**src/rtl/servo.sv**
```systemverilog
// servo: one RC-servo channel; slews position toward a clamped target and drives a 50 Hz PWM pulse
// Ports: i_clk system clock, i_rst async active-high reset, i_slk slew strobe (rising edge = one step),
//        i_count shared 28-bit frame counter, i_desired 20-bit target above MIN_PULSE,
//        o_pwm registered servo pulse, o_flag registered position==target
module servo #(
  parameter int MIN_PULSE = 50000,
  parameter int MAX_POS   = 200000,
  parameter int STEP      = 1
) (
  input  logic        i_clk,
  input  logic        i_rst,
  input  logic        i_slk,
  input  logic [27:0] i_count,
  input  logic [19:0] i_desired,
  output logic        o_pwm,
  output logic        o_flag
);
  localparam logic [19:0] LP_MAX  = 20'(MAX_POS);
  localparam logic [19:0] LP_STEP = 20'(STEP);
  localparam logic [27:0] LP_MIN  = 28'(MIN_PULSE);
  logic [19:0] r_pos, w_tgt, w_up, w_dn, w_next;
  logic        r_slk_d, w_edge;
  // Distance is compared against STEP so the last step lands exactly on the target
  // and neither direction can overshoot or wrap.
  always_comb begin
    w_tgt  = (i_desired > LP_MAX) ? LP_MAX : i_desired;
    w_edge = i_slk & ~r_slk_d;
    w_up   = (w_tgt - r_pos > LP_STEP) ? r_pos + LP_STEP : w_tgt;
    w_dn   = (r_pos - w_tgt > LP_STEP) ? r_pos - LP_STEP : w_tgt;
    w_next = !w_edge ? r_pos : (r_pos < w_tgt) ? w_up : (r_pos > w_tgt) ? w_dn : r_pos;
  end
  always_ff @(posedge i_clk or posedge i_rst)
    if (i_rst) begin
      r_pos   <= '0;
      r_slk_d <= 1'b0;
      o_pwm   <= 1'b0;
      o_flag  <= 1'b0;
    end else begin
      r_slk_d <= i_slk;
      r_pos   <= w_next;
      o_pwm   <= i_count < LP_MIN + {8'd0, r_pos};
      o_flag  <= r_pos == w_tgt;
    end
endmodule

```
**config.mk**
```make
export PLATFORM = sky130hd
export DESIGN_NAME = servo
export DESIGN_NICKNAME = d
export VERILOG_FILES = /design/src/rtl/servo.sv
export SDC_FILE = /design/constraint.sdc
export NUM_CORES = 1
export LEC_CHECK = 0
export CAP_MARGIN = 30
export CELL_PAD_IN_SITES_DETAIL_PLACEMENT = 0
export CELL_PAD_IN_SITES_GLOBAL_PLACEMENT = 1
export CORE_MARGIN = 2
export CORE_UTILIZATION = 39
export DETAILED_ROUTE_END_ITERATION = 8
export PLACE_DENSITY = 0.83
export SYNTH_ARGS = -nofsm -noshare
export SYNTH_HDL_FRONTEND = slang
export SYNTH_SLANG_ARGS = --single-unit
```
**constraint.sdc**
```tcl
create_clock -name i_clk -period 3.55 [get_ports i_clk]
set_input_delay 0.355 -clock i_clk [delete_from_list [all_inputs] [get_ports i_clk]]
set_output_delay 0.355 -clock i_clk [all_outputs]
set_load 0.05 [all_outputs]
```
# Word level (Yosys, flattened, before mapping)
# Index checks and enable logic that the tools add are counted.
# W data, S select, Z words.
[op_classes] n_lt_le_gt_ge=6 n_eq_ne=1 reduce_logical=2 bitwise_logic=2 muxes=5 add_sub_neg=5
[ops] operator="$mux W20" n=5
[ops] operator="$gt A20 B1 Y1 const B" n=2
[ops] operator="$sub A20 B20 Y20" n=2
[ops] operator="$lt A28 B21 Y1" n=1
[ops] operator="$add A16 B20 Y21 const A" n=1
[ops] operator="$add A20 B1 Y20 const B" n=1
[ops] operator="$eq A20 B20 Y1" n=1
[ops] operator="$gt A20 B18 Y1 const B" n=1
[ops] operator="$gt A20 B20 Y1" n=1
[ops] operator="$lt A20 B20 Y1" n=1
[ops] operator="$sub A20 B1 Y20 const B" n=1
[ops] operator="$reduce_and A2 Y1" n=1
[ops] operator="$reduce_bool A2 Y1" n=1
[ops] operator="$and A1 B1 Y1" n=1
[ops] operator="$not A1 Y1" n=1
[word_totals] wordCells=25 inputBits=51 out_inout_bits=2 reg_bits=23

# Logic depth before layout (Yosys ltp)
[logic_depth] ltp_word=7 mapped_depth=22 mapped_depth_nobuf=18

# Worst setup path before layout
# No wires, ideal clock.
[synth_timing] path_type="in2reg" start="in i_desired[9]" end="reg r_pos[16]" setup_ns=0.135 cell_stages=19 slack_ns=-1.098 arrival_time_ns=4.513 path_cell_list="nor4bb_1 -> nand3_1 -> nand2_1 -> a31o_2 -> clkbuf_1 -> nand2_1 -> ha_1 -> fa_1 -> nand2b_1 -> a21oi_1 -> o21ai_0 -> or4_1 -> a31oi_1 -> o2111ai_1 -> nor4_4 -> buf_2 -> mux2_2 -> a22oi_1 -> o21ai_0"
[synth_via] elab_chain_cells=7
[synth_lines] element="start: declaration" line="14" source="input logic [19:0] i_desired,"
[synth_lines] element="$gt A20 B18 Y1" line="26" source="w_tgt = (i_desired > LP_MAX) ? LP_MAX : i_desired;"
[synth_lines] element="$mux W20 *" line="26"
[synth_lines] element="$sub A20 B20 Y20" line="29" source="w_dn = (r_pos - w_tgt > LP_STEP) ? r_pos - LP_STEP : w_tgt;"
[synth_lines] element="$gt A20 B1 Y1" line="29"
[synth_lines] element="$mux W20" line="29"
[synth_lines] element="$mux W20 (2 in a row)" line="30" source="w_next = !w_edge ? r_pos : (r_pos < w_tgt) ? w_up : (r_pos > w_tgt) ? w_dn : r_pos;"
[synth_lines] element="end signal: assignment" line="40" source="r_pos <= w_next;"
[synth_lines] element="end: declaration" line="21" source="logic [19:0] r_pos, w_tgt, w_up, w_dn, w_next;"
# Every way passes the cells marked *; elsewhere a longest branch is shown, timed or not. The select of a mux whose other input is x is not followed.
# A chain may end at the register's enable or synchronous reset.

# Worst setup path in the final report
[layout_timing] start="in i_desired[5]" end="reg r_pos[10]"
# The elaborated chain is that of the path after synthesis.

==> metrics.yaml <==
finalHoldViolations: 0
met2_usage_pct: 50.1
arrival_ns: 4.48
seq_area_frac_synth_pct: 10.1
io_pins: 53
regToRegSetupSlack_ns: -0.16
viasPerCell: 5.90
cp_slowest_stage_delay_ns: 0.35
vias: 7563
required_ns: 3.70
die_width_um: 125
yosysUniqueCellTypes: 68
area_growth_pct: 62.1
crit_family: "compound AO/OA/AOI/OAI gates"
nets: 1215
cts-hold-fix-buffers: 0
root_buffer: "clkbuf_16"
hpwl_mm: 18.1
ir_drop_v: 0.000361
setup_viol: 20
dieArea_sq_um: 15600
gp_congestion: 1.00
synth_area_per_cell_sq_um: 6.96
grt_start_max_net_pins: 22
rows: 44
max_cap_viol_count: 0
fin_crit_sh_pct: 122
cts_sinks: 23
synth_edf_count: 0
violations: "setup timing"
crit_cells: 22
slew_headroom_pct: 57.1
insertion_delay_ns: 0.27
worst_pin_slew_ns: 0.638
use_met3_pct: 1.63
crit_chain: "buf_8 -> nor4bb_4 -> nand3_2 -> nand2_2 -> a31o_4 -> buf_12 -> nand2_8 -> ha_4 -> fa_2 -> buf_6 -> xor2_2 -> o311ai_2 -> nor4_2 -> o211ai_1 -> a2111oi_4 -> o2111ai_2 -> nor4_4 -> buf_12 -> buf_12 -> mux2_4 -> a22oi_2 -> o21ai_1"
grtUsageTotal_pct: 29.1
busiest_layer: "met2"
worstSetupEndpointType: "register"
cp-start-kind: "primary input"
crit_end: "r_pos[10]"
hp-class: "in2async"
max_freq_mhz: 231
first_pass_iters: 5
drt_iter0_drc: 461
rsz0062_at_grt: "yes"
start_util_pct: 39.5
path_max_fanout: 5
n_fill_cell: 1220
timing.rr.end: "r_pos[7]"
crit_start: "i_desired[5]"
htree_levels: 1
synth_area_sq_um: 5700
p_leak_nw: 4.24
netlist_instances: 819
status: "complete, but fails checks"
drc: 0
post_drt_wl_per_cell_um: 18.6
critPathSlowestCell: "fa_2"
ys_seq_elements: 23
cp_common_cell: "buf_12"
place_ws_ns: -1.52
grt_first_pass_wirelength_mm: 37.4
num_antenna_cells: 0
chipHeight_um: 125
gr-total-overflow: 0
seq_area_sq_um: 577
fin_util_pct: 64.1
synth_flop_cell: "dfrtp_1"
drive_gt1_share_pct: 37.4
slew_viol_final: 0
grt_util_met1_pct: 38.6
grt_pass1_vias: 7388
worstRegToRegCells: 14
power_density_nw_per_um2: 511
synth-async-reset-ratio_pct: 100
drt-total-wl_mm: 23.8
numPortBuffers: 52
period_needed_ns: 4.33
cts_buffers: 3
antenna_found_initial: 0
cts_tree: "built"
worstPathBufferInverterCount: 5
drt.antenna.violating_nets: 0
reg2reg_from: "r_pos[0]"
setup_ws_ns: -0.779
ctsLongestPathBuffers: 2
clk_pin_slew_ns: 0.07
finClkSkew_ns: 0.00474
yosys_warnings: 0
coreArea_sq_um: 14400
multi_input_area_sq_um: 5350
criticalPathCategory: "in2reg"
kinds of logic after synthesis:
| kind of cell | synth area share (%) |
|---|---|
| AOI/OAI and AO/OA | 32.3 |
| and+or+nand+nor | 24.9 |
| buffers and inverters | 8.12 |
| adders and majority gates | 14.5 |
| xor gates and xnor gates | 5.84 |
| muxes | 4.19 |
| DFF | 10.1 |
| other | 0.132 |
final cells by class:
type	count	area share [%]
timing repair buffer	325	29.9
clock inverter	1	0.0541
sequential	23	6.24
inverter	64	2.67
multi-input combinational	682	57.8
clock buffer	3	0.812
tap	184	2.49
synth_stat cells, types with 4 or more instances:
| cell | number | share of area [%] |
|---|---|---|
| a21oi_1 | 49 | 4.3 |
| nor2_1 | 54 | 3.6 |
| o21ai_0 | 65 | 5.7 |
| nand4_1 | 19 | 2.1 |
| clkbuf_1 | 43 | 2.8 |
| ha_1 | 63 | 14 |
| nor3_1 | 28 | 2.5 |
| nor4_1 | 11 | 1.2 |
| o21a_1 | 5 | 0.66 |
| and2_1 | 9 | 0.99 |
| inv_1 | 64 | 4.2 |
| mux2_2 | 7 | 1.4 |
| xor2_1 | 7 | 1.1 |
| a21o_1 | 26 | 3.4 |
| buf_2 | 7 | 0.61 |
| nand3_1 | 29 | 2.5 |
| o311ai_0 | 4 | 0.61 |
| o21ai_1 | 8 | 0.70 |
| o31ai_1 | 20 | 2.6 |
| nand2_1 | 58 | 3.8 |
| a211o_1 | 5 | 0.77 |
| a31oi_1 | 16 | 1.8 |
| or3_1 | 9 | 0.99 |
| dfrtp_1 | 23 | 10 |
| o211ai_1 | 11 | 1.4 |
| nor2b_1 | 7 | 0.77 |
| xnor2_1 | 31 | 4.8 |
| o221ai_1 | 4 | 0.61 |
| nand2b_1 | 14 | 1.5 |
| mux2i_1 | 16 | 2.8 |
| o31a_1 | 5 | 0.77 |
| or4_1 | 8 | 1.1 |
| a211oi_1 | 11 | 1.4 |
| and3_1 | 13 | 1.4 |
| a22oi_1 | 14 | 1.8 |
routing by layer:
layer  part of all wire, %  wire length, um
met1                    43            10200
met3                   6.0             1430
met4                   3.8              908
met2                    47            11200
met5                     0                0
metrics by stage:
step	TNS [ns]	hold slack [ns]	area, sq um	std cells	total power, mW
floorplan	-11.72	0.357	5960	820	2.48
global placement	-28.58	0.587	8310	1247	3.90
detailed placement	-29.65	0.555	8330	1248	3.94
CTS	-12.50	0.269	9000	1275	4.47
global route	-18.43	0.286	9250	1282	5.06
finish	-14.81	0.259	9250	1282	4.72
repair_timing:
| action | in CTS | in global routing |
|---|---|---|
| resized for setup | 175 | 41 |
| hold endpoints to repair | 0 | 0 |
| buffers inserted | 20 | 6 |
| setup endpoints to repair | 22 | 21 |
| pin swaps | 60 | 33 |
| cloned | 3 | 1 |
layout by cell type, fill, tap and decap left out, drive strengths merged, types with 12 or more instances in the layout:
| cell | instances |
|---|---|
| a21oi | 49 |
| nand2 | 58 |
| nand2b | 14 |
| a31oi | 17 |
| o21ai | 73 |
| buf | 285 |
| xnor2 | 31 |
| o31ai | 20 |
| a211oi | 12 |
| a21o | 26 |
| and3 | 13 |
| clkdlybuf4s50 | 32 |
| a22oi | 14 |
| inv | 63 |
| dfrtp | 23 |
| nand4 | 19 |
| nor4 | 12 |
| ha | 63 |
| nand3 | 29 |
| nor2 | 54 |
| nor3 | 28 |
| mux2i | 16 |
sequential cells by signal (all words and copies together) (netlist names):
name and flops:
o_pwm 1, r_pos 20, r_slk_d 1, o_flag 1
worst min-delay path by stage:
stage                     end  slack, ns
global placement    r_pos[12]       0.59
global route         r_pos[3]       0.29
finish               r_pos[3]       0.26
detailed placement   r_pos[3]       0.55
CTS                  r_pos[3]       0.27
floorplan              o_flag       0.36
report_power, final:
part / internal (mW) / switching [mW]
logic: 1.93 / 2.15
clock network: 0.153 / 0.115
registers: 0.332 / 0.0515
total: 2.41 / 2.31
Power figures use the tool's default switching activity.
